`src/rtl/mips_mon_pkg.sv`:
```
// Shared types and constants for the data-memory write monitor.
package mips_mon_pkg;

   typedef enum logic [1:0] {
      RESET_ST = 2'b00,
      RUN      = 2'b01,
      PASS_ST  = 2'b10,
      FAIL_ST  = 2'b11
   } mon_state_t;

   localparam logic [1:0] FC_NONE    = 2'b00;
   localparam logic [1:0] FC_DATA    = 2'b01;
   localparam logic [1:0] FC_TIMEOUT = 2'b10;
   localparam logic [1:0] FC_ALIGN   = 2'b11;

   localparam logic [31:0] DEF_TARGET_ADR  = 32'd84;
   localparam logic [31:0] DEF_TARGET_DATA = 32'd7;

endpackage

```
`src/rtl/mem_write_monitor_sat_counter.sv`:
```
// Saturating up-counter with synchronous clear; holds at all-ones instead of wrapping.
module sat_counter #(
   parameter int CNT_W = 16
) (
   input  logic             clk,
   input  logic             clr,
   input  logic             inc,
   output logic [CNT_W-1:0] count
);

   always_ff @(posedge clk) begin
      if (clr) begin
         count <= '0;
      end else if (inc && (count != {CNT_W{1'b1}})) begin
         count <= count + CNT_W'(1);
      end
   end

endmodule

```
`src/rtl/mem_write_monitor.sv`:
```
// Watches the processor's data-memory store port and latches a sticky PASS/FAIL verdict.
// Optional misaligned-store check is enabled by defining MEM_MON_ALIGN_CHECK_EN.
module mem_write_monitor
   import mips_mon_pkg::*;
#(
   parameter logic [31:0] TARGET_ADR     = DEF_TARGET_ADR,
   parameter logic [31:0] TARGET_DATA    = DEF_TARGET_DATA,
   parameter int          TIMEOUT_CYCLES = 1000,
   parameter int          CNT_W          = 16
) (
   input  logic             clk,
   input  logic             reset,
   input  logic             memwrite,
   input  logic [31:0]      dataadr,
   input  logic [31:0]      writedata,
   output logic             done,
   output logic             pass,
   output logic             fail,
   output logic [1:0]       fail_code,
   output logic [CNT_W-1:0] store_count,
   output logic [CNT_W-1:0] cycle_count,
   output logic [31:0]      last_adr,
   output logic [31:0]      last_data
);

   if (TIMEOUT_CYCLES < 1) begin : g_bad_timeout_min
      $error("mem_write_monitor: TIMEOUT_CYCLES must be at least 1");
   end

   // The timeout compare needs TIMEOUT_CYCLES-1 to be reachable by a saturating counter.
   if (longint'(TIMEOUT_CYCLES) > (longint'(1) << CNT_W)) begin : g_bad_timeout_max
      $error("mem_write_monitor: TIMEOUT_CYCLES exceeds 2**CNT_W");
   end

   localparam logic [CNT_W-1:0] TIMEOUT_LAST = CNT_W'(TIMEOUT_CYCLES - 1);

   mon_state_t state;
   logic       in_run;
   logic       target_hit;
   logic       data_ok;
   logic       timeout_hit;

   assign in_run      = (state == RUN);
   assign target_hit  = memwrite && (dataadr == TARGET_ADR);
   assign data_ok     = (writedata == TARGET_DATA);
   assign timeout_hit = (cycle_count == TIMEOUT_LAST);

`ifdef MEM_MON_ALIGN_CHECK_EN
   logic misaligned;
   assign misaligned = memwrite && (dataadr[1:0] != 2'b00);
`endif

   sat_counter #(.CNT_W(CNT_W)) u_cycle_cnt (
      .clk   (clk),
      .clr   (reset),
      .inc   (in_run),
      .count (cycle_count)
   );

   sat_counter #(.CNT_W(CNT_W)) u_store_cnt (
      .clk   (clk),
      .clr   (reset),
      .inc   (in_run && memwrite),
      .count (store_count)
   );

   // Verdict priority in RUN: alignment (if enabled), then target store, then timeout.
   always_ff @(posedge clk) begin
      if (reset) begin
         state     <= RESET_ST;
         done      <= 1'b0;
         pass      <= 1'b0;
         fail      <= 1'b0;
         fail_code <= FC_NONE;
         last_adr  <= '0;
         last_data <= '0;
      end else begin
         case (state)
            RESET_ST: begin
               state <= RUN;
            end
            RUN: begin
               if (memwrite) begin
                  last_adr  <= dataadr;
                  last_data <= writedata;
               end
`ifdef MEM_MON_ALIGN_CHECK_EN
               if (misaligned) begin
                  state     <= FAIL_ST;
                  fail      <= 1'b1;
                  done      <= 1'b1;
                  fail_code <= FC_ALIGN;
               end else
`endif
               if (target_hit && data_ok) begin
                  state <= PASS_ST;
                  pass  <= 1'b1;
                  done  <= 1'b1;
               end else if (target_hit) begin
                  state     <= FAIL_ST;
                  fail      <= 1'b1;
                  done      <= 1'b1;
                  fail_code <= FC_DATA;
               end else if (timeout_hit) begin
                  state     <= FAIL_ST;
                  fail      <= 1'b1;
                  done      <= 1'b1;
                  fail_code <= FC_TIMEOUT;
               end
            end
            PASS_ST: begin
               state <= PASS_ST;
            end
            FAIL_ST: begin
               state <= FAIL_ST;
            end
            default: begin
               state <= RESET_ST;
            end
         endcase
      end
   end

endmodule

```
`config.mk`:
```
export PLATFORM = sky130hd
export DESIGN_NAME = mem_write_monitor
export DESIGN_NICKNAME = d
export VERILOG_FILES = /design/src/rtl/mips_mon_pkg.sv /design/src/rtl/mem_write_monitor_sat_counter.sv /design/src/rtl/mem_write_monitor.sv
export SDC_FILE = /design/constraint.sdc
export NUM_CORES = 1
export LEC_CHECK = 0
export BUFFER_PORTS_ARGS = -buffer_cell sky130_fd_sc_hd__buf_2
export CAP_MARGIN = 10
export CORE_MARGIN = 3
export CORE_UTILIZATION = 48
export CTS_CLUSTER_DIAMETER = 40
export DETAILED_ROUTE_END_ITERATION = 8
export GPL_TIMING_DRIVEN = 0
export PLACE_DENSITY = 0.79
export SYNTH_ARGS = -nofsm -noshare
export SYNTH_HDL_FRONTEND = slang
export SYNTH_SLANG_ARGS = --single-unit
```
`constraint.sdc`:
```
create_clock -name clk -period 2.35 [get_ports clk]
set_input_delay 0.47 -clock clk [delete_from_list [all_inputs] [get_ports clk]]
set_output_delay 0.47 -clock clk [all_outputs]
set_load 0.005 [all_outputs]
```
==> impl_summary.log, run 1 <==
[metrics] startpoint type of the worst setup path: register
[metrics] average instance area after synthesis: 8.18 sq um
[metrics] TritonCTS clock tree: done
[metrics] Min-Delay Path Depth: 3
[metrics] number of enable-type register cells in the synthesized netlist: 0
[metrics] number of search-and-repair iterations in the first detailed-routing pass: 4
[metrics] DIE HEIGHT: 100 um
[metrics] hold-fix buffer count after cts: 0
[metrics] average detailed-routed wire length per instance: 14.7 um
[metrics] Die Wd: 100 um
[metrics] portion of synthesized cell area occupied by the leading cell type: 48.6%
[metrics] source of the worst hold timing path: dataadr[5]
[metrics] run status: completed
[metrics] number of cells on the worst reg-to-reg path: 7
[metrics] most frequent cells after synthesis: 142 x sky130_fd_sc_hd__nand2_1, 103 x sky130_fd_sc_hd__dfxtp_1, 77 x sky130_fd_sc_hd__a21oi_1
[metrics] number of distinct library cells after synthesis: 50
[metrics] Cells after Synth: 519
[metrics] worst slack after detailed placement: 237 ps
[metrics] Achievable Freq: 0.477 GHz
[metrics] buffers added on ports: 166
[metrics] grt total ovfl: 0
[metrics] Resized Gates After CTS: 0
[metrics] Finished Core Util: 64.7%
[metrics] Sink Count: 103
[metrics] clock tree skew after final layout: 8.39 ps
[metrics] clock latency reported for the late side of the worst-skew pair: 360 ps
[metrics] Final Hold Fails: 0
[metrics] maximum vdd ir drop: 0.000285 V
[metrics] first-pass GRT wire length: 19.1 mm
[metrics] initial standard-cell utilization of the core: 50.6%
[metrics] cell types with the largest area share after synthesis: sky130_fd_sc_hd__dfxtp_1 49%, sky130_fd_sc_hd__nand2_1 13%, sky130_fd_sc_hd__a21oi_1 9.1%
[metrics] Ant. Diodes: 0
[metrics] area growth from synthesis to layout: 27.7%
[metrics] # fillers: 764
[metrics] number of placement rows: 33
[metrics] minimum clock period: 2100 ps
[metrics] total area of sequential cells: 2060 sq um
[metrics] dominant cell by count in the synthesized netlist: sky130_fd_sc_hd__nand2_1
[metrics] fraction of final layout cells sized beyond drive strength 1: 28.2%
[metrics] buffer count from post-CTS setup fixing: 0
[metrics] Final setup viols: 0
[metrics] top-level I/O count: 168
[metrics] reg-to-reg critical path startpoint: u_cycle_cnt.count[0]
[metrics] proportion of register bits with asynchronous set or reset after synthesis: 0%
[metrics] number of antenna violations at the first check in global routing: 0
[metrics] Starting DRT DRC Count: 135
[metrics] count of max-cap constraint violations: 0
[metrics] commonest register cell after synthesis: sky130_fd_sc_hd__dfxtp_1
[metrics] transition at the pin with the smallest max-transition slack: 730 ps
[metrics] standard cell core area: 8380 sq um
[metrics] ANT nets after route: 0
[metrics] multi-input logic area: 2030 sq um
[metrics] final setup margin: 253 ps
[metrics] DRT Wirelength: 11.8 mm
[metrics] vias per inst: 5.34
[metrics] Routability Congestion: 0.922
[metrics] largest area contributor in the netlist: sky130_fd_sc_hd__dfxtp_1
[metrics] maximum level of the CTS H-tree: 3
[metrics] FF-to-FF End: u_cycle_cnt.count[3]
[metrics] pin count of the biggest net entering global routing: 19
[metrics] final total power: 3.31 mW
[metrics] Crit Path Class: reg2reg
[metrics] buffer cell driving the clock tree root: sky130_fd_sc_hd__clkbuf_8
[metrics] Synthesized Nets: 588
[metrics] fraction of the yosys area taken by sequential cells: 48.6%
[metrics] Residual DRC: 0
[metrics] Reg2Reg Setup Slack: 250 ps
[metrics] CP endpoint kind: register
[metrics] full die area: 10000 sq um
[metrics] worst endpoint required time: 2600 ps
[metrics] final critical-path share of the clock period: 89.2%
[metrics] largest fanout on the critical path: 8
[metrics] post-synthesis instance area: 4240 sq um
[metrics] data arrival time of the critical path: 2340 ps
[metrics] hold crit path type: in2reg
[metrics] DP Wirelength: 9.29 mm
[metrics] number of buffers created by CTS: 9
[metrics] Final Max Slew Viols: 0
[metrics] number of warnings reported in the yosys synthesis log: 0
[metrics] Hold Path Sink: last_adr[5]
[metrics] via count of the first global-routing pass: 4063
[metrics] final total negative setup slack: 0 ps
[metrics] number of buffers on the longest clock path: 2
[metrics] routed via count: 4308
[metrics] global-route total usage across every layer: 23.6%
[metrics] RSZ-0062 raised after global routing: false
[metrics] clock transition at the registers of the reported paths: 100 ps
[metrics] worst slew slack as a fraction of its limit: 50.9%
[metrics] power density relative to cell area: 611 nW/um^2
[metrics] Net count, final: 765
[metrics] post-synthesis register bit count: 103
[metrics] leakage: 2.33 nW
## cell type report
| type | count | share of cell area (%) |
|---|---|---|
| Clock inverter | 6 | 1.39 |
| Clock buffer | 10 | 2.54 |
| Multi-Input combinational cell | 379 | 37.5 |
| Sequential cell | 103 | 38.1 |
| Timing Repair Buffer | 166 | 15.3 |
| Inverter | 8 | 0.554 |
| Tap cell | 105 | 2.42 |
| Buffer | 29 | 2.26 |
## sequential cells by signal, indices dropped and copies added (netlist names)
signal / cells
fail: 1
done: 1
pass: 1
last_data: 32
fail_code: 2
last_adr: 32
u_store_cnt.count: 16
state: 2
u_cycle_cnt.count: 16
## layout by cell type, fill, tap and decap left out, drive strengths merged, types with 3 or more instances in the layout
master     n
nand3     11
xor2      12
and3       3
o211ai     3
o21a       4
dfxtp    103
a21oi     77
o21ai     14
o2111ai    3
or3       10
nor2      27
nand2    142
clkbuf    26
inv       11
xnor2      4
nor3       6
nand4      8
nor4      16
or4        3
nor4b      4
and2       5
and4       5
buf      179
## worst max-delay path: stages, from the launching register on
cell                       delay, ps
sky130_fd_sc_hd__dfxtp_1         450
sky130_fd_sc_hd__ha_1            330
sky130_fd_sc_hd__nand2_1         110
sky130_fd_sc_hd__or3_1           340
sky130_fd_sc_hd__clkbuf_1        220
sky130_fd_sc_hd__o211ai_1        290
sky130_fd_sc_hd__xor2_1          190
sky130_fd_sc_hd__nor2_1           60
## how the worst max path moves through the flow
stage	from	endpoint	slack (ps)	cells past startpoint
2_1_floorplan	u_cycle_cnt.count[0]	u_cycle_cnt.count[4]	560	7
3_3_place_gp	dataadr[19]	state[0]	250	7
3_5_place_dp	dataadr[19]	state[0]	240	7
4_1_cts	u_cycle_cnt.count[0]	u_cycle_cnt.count[6]	300	7
5_1_grt	u_cycle_cnt.count[0]	u_cycle_cnt.count[4]	90	7
6_report	u_cycle_cnt.count[0]	u_cycle_cnt.count[3]	250	7
## through the flow
step / instances / hold slack, ps / instance area [sq um]
floorplan: 519 / 453 / 4240
global placement: 790 / 440 / 5210
detailed placement: 790 / 443 / 5210
CTS: 806 / 328 / 5420
global route: 806 / 335 / 5420
finish: 806 / 342 / 5420
## routing by layer
| metal | global-route usage [%] | routed length, um |
|---|---|---|
| met1 | 30.5 | 5120 |
| met2 | 39.8 | 5580 |
| met3 | 3.82 | 835 |
| met4 | 9.22 | 280 |
| met5 | 0 | 0 |
## cells by family after synthesis
family | synth area share, %
buffers and inverters | 3.60
xor gates and xnor gates | 3.30
AOI/OAI and AO/OA | 14.8
adders and majority gates | 0.590
and+or+nand+nor | 28.6
DFF | 48.6
muxes | 0.472
## power breakdown
part           switching [mW]  internal, mW  total (mW)
combinational           0.187         0.132       0.319
clock                   0.618         0.538        1.16
sequential             0.0337          1.80        1.84
Power figures use the tool's default switching activity.
==> run 2, diff against run 1 <==
- CORE_UTILIZATION: 48 -> 44
- PLACE_DENSITY: 0.79 -> 0.76
- clock period: 2.35 -> 1.8 ns (I/O delays scaled with it)
==> impl_summary.log, run 2 (synthesis results as in run 1) <==
[metrics] clock tree skew after final layout: 13.6 ps (+5.21 ps)
[metrics] number of search-and-repair iterations in the first detailed-routing pass: 5 (+1)
[metrics] pin count of the biggest net entering global routing: 17 (-2)
[metrics] initial standard-cell utilization of the core: 45.5% (-5.1 points)
[metrics] Final Max Slew Viols: 0 (unchanged)
[metrics] total buffers and inverters traversed by the critical path: 0 (-1)
[metrics] standard cell core area: 9330 sq um (+11%)
[metrics] Sink Count: 103 (unchanged)
[metrics] power density relative to cell area: 789 nW/um^2 (+29%)
[metrics] number of antenna violations at the first check in global routing: 0 (unchanged)
[metrics] count of max-cap constraint violations: 0 (unchanged)
[metrics] buffers added on ports: 166 (unchanged)
[metrics] buffer cell driving the clock tree root: sky130_fd_sc_hd__clkbuf_8
[metrics] Final Instance Count excl. Fillers: 827 (+2.6%)
[metrics] Ant. Diodes: 0 (unchanged)
[metrics] Final Hold Fails: 0 (unchanged)
[metrics] fraction of final layout cells sized beyond drive strength 1: 31.8% (+3.6 points)
[metrics] TritonCTS clock tree: done
[metrics] Largest regs: last_adr: 32 flops, last_data: 32 flops
[metrics] via count of the first global-routing pass: 4014 (-1.2%)
[metrics] grt total ovfl: 0 (unchanged)
[metrics] transition at the pin with the smallest max-transition slack: 576 ps (-155 ps)
[metrics] clock latency reported for the late side of the worst-skew pair: 360 ps (about the same)
[metrics] top-level I/O count: 168 (unchanged)
[metrics] cell total after placement: 814 (+3.0%)
[metrics] data arrival time of the critical path: 1930 ps (-410 ps)
[metrics] Critical Path Max Stage Delay: 440 ps (about the same)
[metrics] global-route total usage across every layer: 21.8% (-1.9 points)
[metrics] leakage: 2.36 nW (+1.2%)
[metrics] CP endpoint kind: register
[metrics] number of buffers on the longest clock path: 2 (unchanged)
[metrics] worst endpoint required time: 2030 ps (-570 ps)
[metrics] first-pass GRT wire length: 19.5 mm (+1.6%)
[metrics] RSZ-0062 raised after global routing: true
[metrics] maximum level of the CTS H-tree: 3 (unchanged)
[metrics] chain of cells forming the critical path: ha_4 -> nand2_1 -> or3_4 -> o21ai_2 -> mux2i_1 -> nor2_1
[metrics] family with the most delay on the worst path: simple AND/OR/NAND/NOR gates
[metrics] DRT Wirelength: 12.4 mm (+5.2%)
[metrics] maximum vdd ir drop: 0.000374 V (+31%)
[metrics] worst slack after detailed placement: -201 ps (-437 ps)
[metrics] master of the slowest instance on the critical path: sky130_fd_sc_hd__or3_4
[metrics] DP Wirelength: 9.51 mm (+2.3%)
[metrics] clock transition at the registers of the reported paths: 100 ps (about the same)
[metrics] number of placement rows: 35 (+6.1%)
[metrics] startpoint type of the worst setup path: register
[metrics] hold crit path type: in2reg
[metrics] area growth from synthesis to layout: 30.8%
[metrics] vias per inst: 5.30 (-0.93%)
[metrics] Die Wd: 104 um (+4.2%)
[metrics] average detailed-routed wire length per instance: 15.0 um (+2.5%)
[metrics] final critical-path share of the clock period: 94.6% (+5.3 points)
[metrics] Net count, final: 764 (-0.13%)
[metrics] run status: completed
[metrics] ANT nets after route: 0 (unchanged)
[metrics] Final setup viols: 0 (unchanged)
[metrics] Starting DRT DRC Count: 200 (+48%)
[metrics] routed via count: 4379 (+1.6%)
[metrics] number of buffers created by CTS: 9 (unchanged)
[metrics] full die area: 10900 sq um (+8.5%)
[metrics] most used cells in the layout excluding fill and tap cells: 173 x sky130_fd_sc_hd__buf_2, 142 x sky130_fd_sc_hd__nand2_1, 95 x sky130_fd_sc_hd__dfxtp_1
[metrics] Achievable Freq: 0.587 GHz (+23%)
[metrics] largest fanout on the critical path: 8 (unchanged)
[metrics] worst slew slack as a fraction of its limit: 61.6% (+11 points)
[metrics] DIE HEIGHT: 104 um (+4.2%)
[metrics] Residual DRC: 0 (unchanged)
[metrics] hold-fix buffer count after cts: 0 (unchanged)
[metrics] minimum clock period: 1700 ps (-395 ps)
[metrics] most common library cell in the layout ignoring fill and taps: sky130_fd_sc_hd__buf_2
[metrics] worst hold margin: 235 ps (-107 ps)
[metrics] final setup margin: 97.7 ps (-155 ps)
[metrics] Routability Congestion: 0.895 (-3.0%)
[metrics] Crit Path Class: reg2reg
run 2: cell count changes in the layout (fill, tap and decap cells not counted), moves of 2 or more:
cell                        delta
sky130_fd_sc_hd__dfxtp_1       -8
sky130_fd_sc_hd__buf_1         -6
sky130_fd_sc_hd__dfxtp_2       +6
sky130_fd_sc_hd__buf_2         +5
sky130_fd_sc_hd__clkbuf_1      -3
sky130_fd_sc_hd__clkbuf_2      +3
sky130_fd_sc_hd__and4_1        -2
sky130_fd_sc_hd__dfxtp_4       +2
sky130_fd_sc_hd__ha_1          -2
sky130_fd_sc_hd__ha_4          +2
sky130_fd_sc_hd__o2111ai_1     -2
run 2: area by class of cell:
cell class | instances | area, sq um
tap | 129 | 161
buffer | 28 | 129
multi-input combinational | 379 | 2120
clock inverter | 5 | 83.8
inverter | 8 | 30.0
timing repair buffer | 166 | 831
clock buffer | 9 | 124
fill | 865 | 3780
sequential | 103 | 2080
run 2: timing repair:
item | 4_1_cts | 5_1_grt
endpoints found under the hold margin | 0 | 0
pin swaps | 0 | 1
resized for setup | 12 | 24
buffers inserted | 0 | 0
endpoints found under the setup margin | 23 | 72
run 2: worst register-to-register path, cell delays in order, from the launching register on:
cell,delay (ps)
sky130_fd_sc_hd__dfxtp_4,400
sky130_fd_sc_hd__ha_4,190
sky130_fd_sc_hd__nand2_1,80
sky130_fd_sc_hd__or3_4,440
sky130_fd_sc_hd__o21ai_2,210
sky130_fd_sc_hd__mux2i_1,210
sky130_fd_sc_hd__nor2_1,50
run 2: path summary, 6_finish.rpt:
kind | start | depth (start not counted) | end | slack, ps
hold / removal | writedata[28] | 3 | last_data[28] | 240
setup / recovery | u_cycle_cnt.count[0] | 6 | u_cycle_cnt.count[1] | 100
setup reg to reg | u_cycle_cnt.count[0] | 6 | u_cycle_cnt.count[1] | 100
hold reg to reg | last_adr[25] | 2 | last_adr[25] | 460
run 2: stage by stage:
step	area [sq um]	power, mW	TNS (ps)	util (%)
floorplan	4240	2.64	0	-
global placement	5240	2.86	-1760	56.1
detailed placement	5240	2.87	-2090	56.1
CTS	5470	4.40	-6.36	58.6
global route	5550	4.56	-1170	59.5
finish	5550	4.38	0	59.5
run 2: report_power, final:
part	switching (mW)	internal, mW	total [mW]
Clock	0.773	0.773	1.55
Sequential	0.0511	2.35	2.40
Combinational	0.249	0.180	0.429
Total	1.07	3.31	4.38
run 2: per-layer routing:
| metal | share of wire (%) | GRT usage, % | up-vias |
|---|---|---|---|
| met3 | 5.8 | 4.22 | 19 |
| met2 | 50 | 38.0 | 147 |
| li1 | - | - | 2144 |
| met4 | 1.9 | 7.98 | 0 |
| met5 | 0 | 0 | - |
| met1 | 42 | 26.6 | 2069 |
